--- src/rtl/oam_dma_ctrl_pkg.sv ---
// Shared definitions for the sprite-DMA controller: FSM state encoding,
// default register addresses and burst length.
package oam_dma_ctrl_pkg;

  typedef enum logic [2:0] {
    ST_IDLE  = 3'd0,
    ST_HALT  = 3'd1,
    ST_ALIGN = 3'd2,
    ST_READ  = 3'd3,
    ST_WRITE = 3'd4
  } dma_state_e;

  localparam logic [15:0] PAGE_REG_DEFAULT = 16'h4014;
  localparam logic [15:0] DST_ADDR_DEFAULT = 16'h2004;
  localparam int          XFER_LEN_DEFAULT = 256;

  // One extra bit so the count can represent the full burst length.
  function automatic int idx_width(input int len);
    return $clog2(len) + 1;
  endfunction

endpackage

--- src/rtl/oam_dma_ctrl_counter.sv ---
// Byte index counter for the DMA burst: synchronous clear, increment enable
// and a terminal-count flag when the index reaches LEN-1.
module dma_byte_counter #(
  parameter int LEN = 256,
  parameter int W   = 9
) (
  input  logic         clk,
  input  logic         rst,
  input  logic         clear,
  input  logic         inc,
  output logic [W-1:0] count,
  output logic         terminal
);

  always_ff @(posedge clk) begin
    if (rst || clear) begin
      count <= '0;
    end else if (inc) begin
      count <= count + 1'b1;
    end
  end

  assign terminal = (count == W'(LEN - 1));

endmodule

--- src/rtl/oam_dma_ctrl.sv ---
// Sprite-DMA bus master: halts the 6502 core via RDY, copies a page of bytes
// to a fixed destination register, then hands the bus back to the core.
module oam_dma_ctrl
  import oam_dma_ctrl_pkg::*;
#(
  parameter logic [15:0] PAGE_REG = PAGE_REG_DEFAULT,
  parameter logic [15:0] DST_ADDR = DST_ADDR_DEFAULT,
  parameter int          XFER_LEN = XFER_LEN_DEFAULT
) (
  input  logic        PHI0,
  input  logic        RES,
  input  logic [15:0] CPU_A,
  input  logic        CPU_RnW,
  input  logic [7:0]  CPU_DO,
  output logic [7:0]  CPU_DI,
  output logic        RDY,
  output logic [15:0] BUS_A,
  output logic        BUS_RnW,
  output logic [7:0]  BUS_DO,
  input  logic [7:0]  BUS_DI,
  output logic        DMA_BUSY
);

  localparam int IDX_W = idx_width(XFER_LEN);

  dma_state_e       state;
  dma_state_e       state_next;
  logic             parity;
  logic [7:0]       page;
  logic [7:0]       latch;
  logic             rdy_q;
  logic [IDX_W-1:0] idx;
  logic [7:0]       idx_lo;
  logic             idx_tc;
  logic             trigger;

  assign trigger = !CPU_RnW && (CPU_A == PAGE_REG);
  assign idx_lo  = 8'(idx);

  dma_byte_counter #(
    .LEN (XFER_LEN),
    .W   (IDX_W)
  ) u_counter (
    .clk      (PHI0),
    .rst      (RES),
    .clear    ((state == ST_WRITE) && idx_tc),
    .inc      (state == ST_WRITE),
    .count    (idx),
    .terminal (idx_tc)
  );

  // HALT waits out the core's pending writes; a parity-1 halt read costs one ALIGN cycle.
  always_comb begin
    state_next = state;
    case (state)
      ST_IDLE:  if (trigger) state_next = ST_HALT;
      ST_HALT:  if (CPU_RnW) state_next = parity ? ST_ALIGN : ST_READ;
      ST_ALIGN: state_next = ST_READ;
      ST_READ:  state_next = ST_WRITE;
      ST_WRITE: state_next = idx_tc ? ST_IDLE : ST_READ;
      default:  state_next = ST_IDLE;
    endcase
  end

  // RDY comes from its own flop so CPU_A has no combinational path to the pad.
  always_ff @(posedge PHI0) begin
    if (RES) begin
      state  <= ST_IDLE;
      parity <= 1'b0;
      page   <= 8'h00;
      latch  <= 8'h00;
      rdy_q  <= 1'b1;
    end else begin
      state  <= state_next;
      parity <= ~parity;
      rdy_q  <= (state_next == ST_IDLE);
      if ((state == ST_IDLE) && trigger) begin
        page <= CPU_DO;
      end
      if (state == ST_READ) begin
        latch <= BUS_DI;
      end
    end
  end

  always_comb begin
    BUS_A   = CPU_A;
    BUS_RnW = CPU_RnW;
    BUS_DO  = CPU_DO;
    case (state)
      ST_READ: begin
        BUS_A   = {page, idx_lo};
        BUS_RnW = 1'b1;
      end
      ST_WRITE: begin
        BUS_A   = DST_ADDR;
        BUS_RnW = 1'b0;
        BUS_DO  = latch;
      end
      default: ;
    endcase
  end

  assign RDY      = rdy_q;
  assign DMA_BUSY = (state != ST_IDLE);
  assign CPU_DI   = BUS_DI;

endmodule

--- config.mk ---
export PLATFORM = sky130hd
export DESIGN_NAME = oam_dma_ctrl
export DESIGN_NICKNAME = d
export VERILOG_FILES = /design/src/rtl/oam_dma_ctrl_pkg.sv /design/src/rtl/oam_dma_ctrl_counter.sv /design/src/rtl/oam_dma_ctrl.sv
export SDC_FILE = /design/constraint.sdc
export NUM_CORES = 1
export LEC_CHECK = 0
export ABC_CLOCK_PERIOD_IN_PS = 1750
export CORE_UTILIZATION = 38
export DETAILED_ROUTE_END_ITERATION = 7
export PLACE_DENSITY = 0.76
export SYNTH_ARGS = -nofsm -noshare
export SYNTH_HDL_FRONTEND = slang
export SYNTH_SLANG_ARGS = --single-unit
--- constraint.sdc ---
create_clock -name PHI0 -period 1.75 [get_ports PHI0]
set_input_delay 0.35 -clock PHI0 [delete_from_list [all_inputs] [get_ports PHI0]]
set_output_delay 0.35 -clock PHI0 [all_outputs]
set_load 0.01 [all_outputs]
==> flow_metrics.py <==
metrics = {
    "synthesis": {
        "synth_top_area_cell": "dfxtp_1",
        "synthesis.nets": 252,
        "synth_xor_area_share_pct": 3.781,
        "synth_edf_count": 0,
        "yosysWarnings": 0,
        "synthCells": 215,
        "synth_top_family_by_area": "simple AND/OR/NAND/NOR gates",
        "yosysSeqAreaShare_pct": 37.04,
        "ys_ff_latch": 30,
        "netlist_area_um2": 1622,
        "synthTopCellsByArea": "dfxtp_1, nand2_1, a22o_1",
        "yosysUniqueCellTypes": 35,
        "async_flop_share_pct": 0,
        "yosysTopAreaCellShare_pct": 37.04,
        "avgSynthCellArea_um2": 7.542,
        "synth.area.mux_share_pct": 0,
        "synth-compound-area-share_pct": 19.14,
        "synth-adder-area-share_pct": 1.543,
        "yosys.area_share.simple_pct": 31.02,
        "synth_ff_type": "dfxtp_1",
    },
    "place": {
        "gp_congestion": 0.8093,
        "pre_cts_ws_ns": -0.5253,
        "dp_hpwl_um": 3759,
        "numPortBuffers": 69,
    },
    "cts": {
        "path_clk_slew_ns": 0.07,
        "insertion_delay_ns": 0.29,
        "clockBufferDepth": 2,
        "cts_tree": "yes",
        "cts_root_buffer": "clkbuf_8",
        "htree_levels": 2,
        "cts_buffers": 5,
        "clock_sinks": 30,
    },
    "cells_and_area": {
        "fin_util_pct": 69.13,
        "num-fill-cells": 297,
        "final_cell_mix": "nand2_1, buf_4, clkdlybuf4s50_1",
        "syn2layout_area_growth_pct": 72.99,
        "final_nets": 357,
        "final_common_cell": "nand2_1",
        "drive_above_1_share_pct": 35.51,
        "insertedDiodeCount": 0,
    },
    "timing": {
        "slew-limit-headroom_pct": 79.02,
        "setup_viol": 34,
        "maxSlewViolCount": 0,
        "worst_slew_pin_slew_ns": 0.3123,
        "period_share_pct": 111.5,
        "skew_ns": 0.008146,
        "holdWs_ns": 0.4125,
        "report.final.hold_viol_count": 0,
        "worst_slack_ns": -0.2015,
        "rsz0062_at_grt": "true",
        "fmax_mhz": 512.4,
        "layout_min_cycle_time_ns": 1.952,
    },
    "global_route": {
        "antenna_found_initial": 0,
        "grt_max_degree": 18,
        "grt_usage_pct": 24.45,
        "grt_pass1_vias": 1758,
        "overflow": 0,
        "grt_pass1_wl_um": 8121,
    },
    "power_and_ir_drop": {
        "p_per_area_nw_per_um2": 541.5,
        "vdd.ir_drop.worst_v": 0.0003722,
        "p_leak_uw": 0.001301,
        "power_uw": 1519,
    },
    "floorplanning": {
        "core_area_um2": 4058,
        "die_w_um": 67.33,
        "fp.dieH_um": 67.33,
        "pin_count": 70,
        "rows": 23,
        "die-area_um2": 4533,
        "initial_core_util_pct": 39.96,
    },
    "drt": {
        "post_drt_via_cell_ratio": 5.323,
        "detail_route.first_pass.iterations": 5,
        "finalWirelength_um": 5542,
        "ant_nets": 0,
        "via_count": 1975,
        "post_drt_wl_per_cell_um": 14.94,
        "drcViolationCount": 0,
        "drtIter0Drc": 117,
    },
    "min_path": {
        "hold_class": "reg2reg",
    },
    "status": {
        "violations": "setup timing",
        "status": "finished with violations",
    },
    "worst_setup_path": {
        "crit_fanout": 6,
        "cp-end-kind": "output pin",
        "worstPathRequired_ns": 1.40,
        "critPathArrivalTime_ns": 1.60,
        "worstSetupStartpointType": "flip-flop",
        "crit_type": "reg2out",
    },
    "flow_run": {
        "maxCapViolCount": 0,
    },
}
## sequential cells by signal, indices dropped and copies added (netlist names)
| register | count |
|---|---|
| RDY | 1 |
| parity | 1 |
| u_counter.count | 9 |
| page | 8 |
| state | 3 |
| latch | 8 |
## power breakdown
part / internal (µW) / switching [µW]
Sequential: 684 / 0.710
Clock: 317 / 279
Combinational: 143 / 94.8
## metrics by stage
step	setup TNS, ns	std cells	area, µm²
floorplan	-0.4968	215	1652
global placement	-8.961	353	2608
detailed placement	-9.625	353	2608
CTS	-3.373	364	2663
global route	-6.332	371	2805
finish	-4.236	371	2805
## area by class of cell
cell class	instances	area [µm²]	share of cell area, %
repair buffers	120	1035	36.89
multi-input cells	162	1010	35.99
flip-flops and latches	30	603.1	21.50
clock buffers	7	86.33	3.078
well taps	50	62.56	2.230
clock inverters	1	5.005	0.1784
inverters	1	3.754	0.1338
## path summary, 6_finish.rpt
kind	startpoint	end	slack, ns	cells past startpoint
max reg2reg	state[0]	page[5]	-0.15	6
min	parity	parity	0.41	1
max	state[0]	BUS_A[4]	-0.20	7
min reg2reg	parity	parity	0.41	1
## cells in the mapped netlist, types with 3 or more instances
| cell | count |
|---|---|
| nand2_1 | 51 |
| dfxtp_1 | 30 |
| a21oi_1 | 20 |
| nor2_1 | 18 |
| a22o_1 | 14 |
| nand3_1 | 12 |
| clkbuf_1 | 10 |
| buf_4 | 8 |
| o21ai_1 | 8 |
| xor2_1 | 6 |
| buf_2 | 4 |
| and2_1 | 3 |
## timing repair
| item | CTS | global route |
|---|---|---|
| resized for setup | 134 | 23 |
| setup buffers | 4 | 7 |
| pin swaps | 16 | 12 |
| setup endpoints to repair | 36 | 38 |
| gates cloned | 1 | 1 |
| hold buffers | 0 | 0 |
## critical path, cell delays in order, from the launching register on
cell and delay [ns]:
dfxtp_2 0.33, buf_6 0.12, nor3b_4 0.21, buf_6 0.15
nor2_4 0.05, clkbuf_16 0.15, a22o_1 0.17, buf_2 0.13
## layer usage
layer | track usage (%) | vias to the layer above | part of all wire [%]
met5 | 0 | - | 0
met4 | 8.777 | 0 | 2.1
met3 | 6.926 | 14 | 6.4
met2 | 40.00 | 85 | 51
met1 | 30.37 | 923 | 41
li1 | - | 953 | -
## cell families after synthesis
| logic type | count (synthesis) |
|---|---|
| AO/OA/AOI/OAI | 49 |
| XOR/XNOR | 7 |
| adder cells (fa/ha/maj) | 2 |
| buffers and inverters | 23 |
| flip-flops | 30 |
| AND/OR/NAND/NOR | 104 |
(Power assumes the default switching activity.)
==> patch, RTL diff (config.mk and constraints unchanged) <==
Re-encode `dma_state_e` (5 states) as Gray code, 3 bits wide.
--- a/src/rtl/oam_dma_ctrl_pkg.sv
+++ b/src/rtl/oam_dma_ctrl_pkg.sv
@@ -5,7 +5,7 @@
   typedef enum logic [2:0] {
-    ST_IDLE  = 3'd0,
-    ST_HALT  = 3'd1,
-    ST_ALIGN = 3'd2,
-    ST_READ  = 3'd3,
-    ST_WRITE = 3'd4
+    ST_IDLE  = 3'b000,
+    ST_HALT  = 3'b001,
+    ST_ALIGN = 3'b011,
+    ST_READ  = 3'b010,
+    ST_WRITE = 3'b110
   } dma_state_e;
Behaviour: same outputs for any inputs over 10 cycles, from zero or initial values; not proved beyond that.
==> patch against the unedited design <==
Combinational power is 67% higher. Synthesized area is 3.9% higher. Clock skew is 0.0042 ns lower. Register-to-register slack better by 0.25 ns. Utilization is 5.1 points lower. Setup slack better by 0.22 ns. Power is 12% higher. Count of clock-buffer cells in the layout stayed put. Via count is 1.0% lower. Routed wire length is 6.1% lower. Sequential cell count stayed put. Non-clock buffer count is 12 lower. Final area is 6.0% lower. Critical path type is now in -> reg. Largest power group unchanged.
==> patch: results (changes against the unedited design) <==
synth cell count leaders=nand2_1 (52), dfxtp_1 (30), o21ai_0 (29) (was nand2_1 (51), dfxtp_1 (30), a21oi_1 (20)); Synth Area in XOR/XNOR=3.12% (was 3.78%); Netlist cell types=33 (was 35); switching pwr=0.467 mW (was 0.374 mW); most area-consuming cells after synthesis=dfxtp_1 (36%), nand2_1 (12%), o21ai_0 (8.6%) (was dfxtp_1 (37%), nand2_1 (12%), a22o_1 (7.6%)); WP data arrival=1.96 ns (was 1.60 ns); gr usage total=23.7% (was 24.5%); Synth Area in Compound Gates=18.7% (was 19.1%); DRT Wirelength=5210 um (was 5540 um); startpoint of the worst setup timing path=CPU_RnW (was state[0]); vias in the first global route=1833 (was 1758); Seq/Total Area, Yosys=35.6% (was 37.0%); Peak supply drop=446 uV (was 372 uV); worst slew pin tran=0.320 ns (was 0.312 ns); family with the most delay on the worst path=simple AND/OR/NAND/NOR gates (was buffers and inverters); largest net degree at the start of global routing=22 (was 18); Synth Area in Adders=1.48% (was 1.54%); Clock net power=0.585 mW (was 0.596 mW); sequential share of power=42.1% (was 45.1%); Setup Skew=0.00393 ns (was 0.00815 ns); DRT Pass-1 Iters=4 (was 5); slowest stage delay, CP=0.56 ns (was 0.33 ns); DP HPWL=3840 um (was 3760 um); Area after DPL=2600 um^2 (was 2610 um^2); CTS Buf Count=5 (unchanged); post-synthesis net count=273 (was 252); P_int=1.23 mW (was 1.14 mW); share of layout cells above drive strength 1=27.7% (was 35.5%); highest-delay cell along the critical path=or4_4 (was dfxtp_2); Nets=365 (was 357); Max Fanout on Critical Path=5 (was 6); # fillers=379 (was 297); Leakage=1.13 nW (was 1.30 nW); PortBufs=69 (unchanged); Vias/cell=5.16 (was 5.32); first-pass GRT wire length=8130 um (was 8120 um); dpl ws=-0.533 ns (was -0.525 ns); RePlAce Congestion=0.882 (was 0.809); worst min path class=reg -> reg (unchanged); post-synthesis mux area share=0% (unchanged); status=finished clean (was complete, but fails checks)
## patch: cell types whose count changed in the layout (fill, tap and decap cells not counted), sizes merged, moves of 3 or more
cell / unedited run / this run
xor2: 6 / 3
a22o: 14 / 0
dlygate4sd2: 4 / 7
clkdlybuf4s50: 31 / 28
buf: 75 / 43
nand2b: 1 / 16
o21ai: 10 / 34
dlymetal6s2s: 6 / 2
nor2: 18 / 15
clkbuf: 9 / 31
## patch: worst paths after layout
check | slack, ns | end | depth (start not counted)
setup / recovery | 0.02 | state[0] | 5
hold / removal | 0.44 | parity | 1
setup reg to reg | 0.10 | state[0] | 5
hold reg to reg | 0.44 | parity | 1
## patch: final cells by class
type	instances	area share, %
clock buffers	7	3.27
flip-flops and latches	30	23.1
repair buffers	108	33.0
clock inverters	1	0.190
inverters	2	0.285
well taps	50	2.37
multi-input cells	181	37.8
## patch: logic make-up (layout without fill, tap and decap cells)
| kind of cell | after synthesis | after routing |
|---|---|---|
| flops | 30 | 30 |
| xor+xnor | 6 | 6 |
| simple gates | 112 | 113 |
| buf+inv | 26 | 118 |
| compound gates | 60 | 60 |
| fa+ha+maj | 2 | 2 |
## patch: layer usage
metal	vias to the layer above	global-route usage [%]	share of wire (%)
li1	982	-	-
met5	-	0	0
met1	899	27.8	41
met3	10	5.59	6.4
met4	0	10.2	1.6
met2	64	40.9	51
## patch: stage by stage
stage / cells / util [%] / setup TNS [ns]
global placement: 369 / 63.1 / -7.67
CTS: 379 / 66.0 / -0.154
floorplan: 236 / - / -0.639
finish: 379 / 64.1 / 0
global route: 379 / 64.1 / -0.0224
detailed placement: 369 / 63.1 / -8.03
## patch: timing repair
action	in CTS	in global routing
pin swaps	12	9
gates cloned	1	0
setup buffers	1	0
hold endpoints to repair	0	0
gates resized for setup	69	65
setup endpoints to repair	36	36
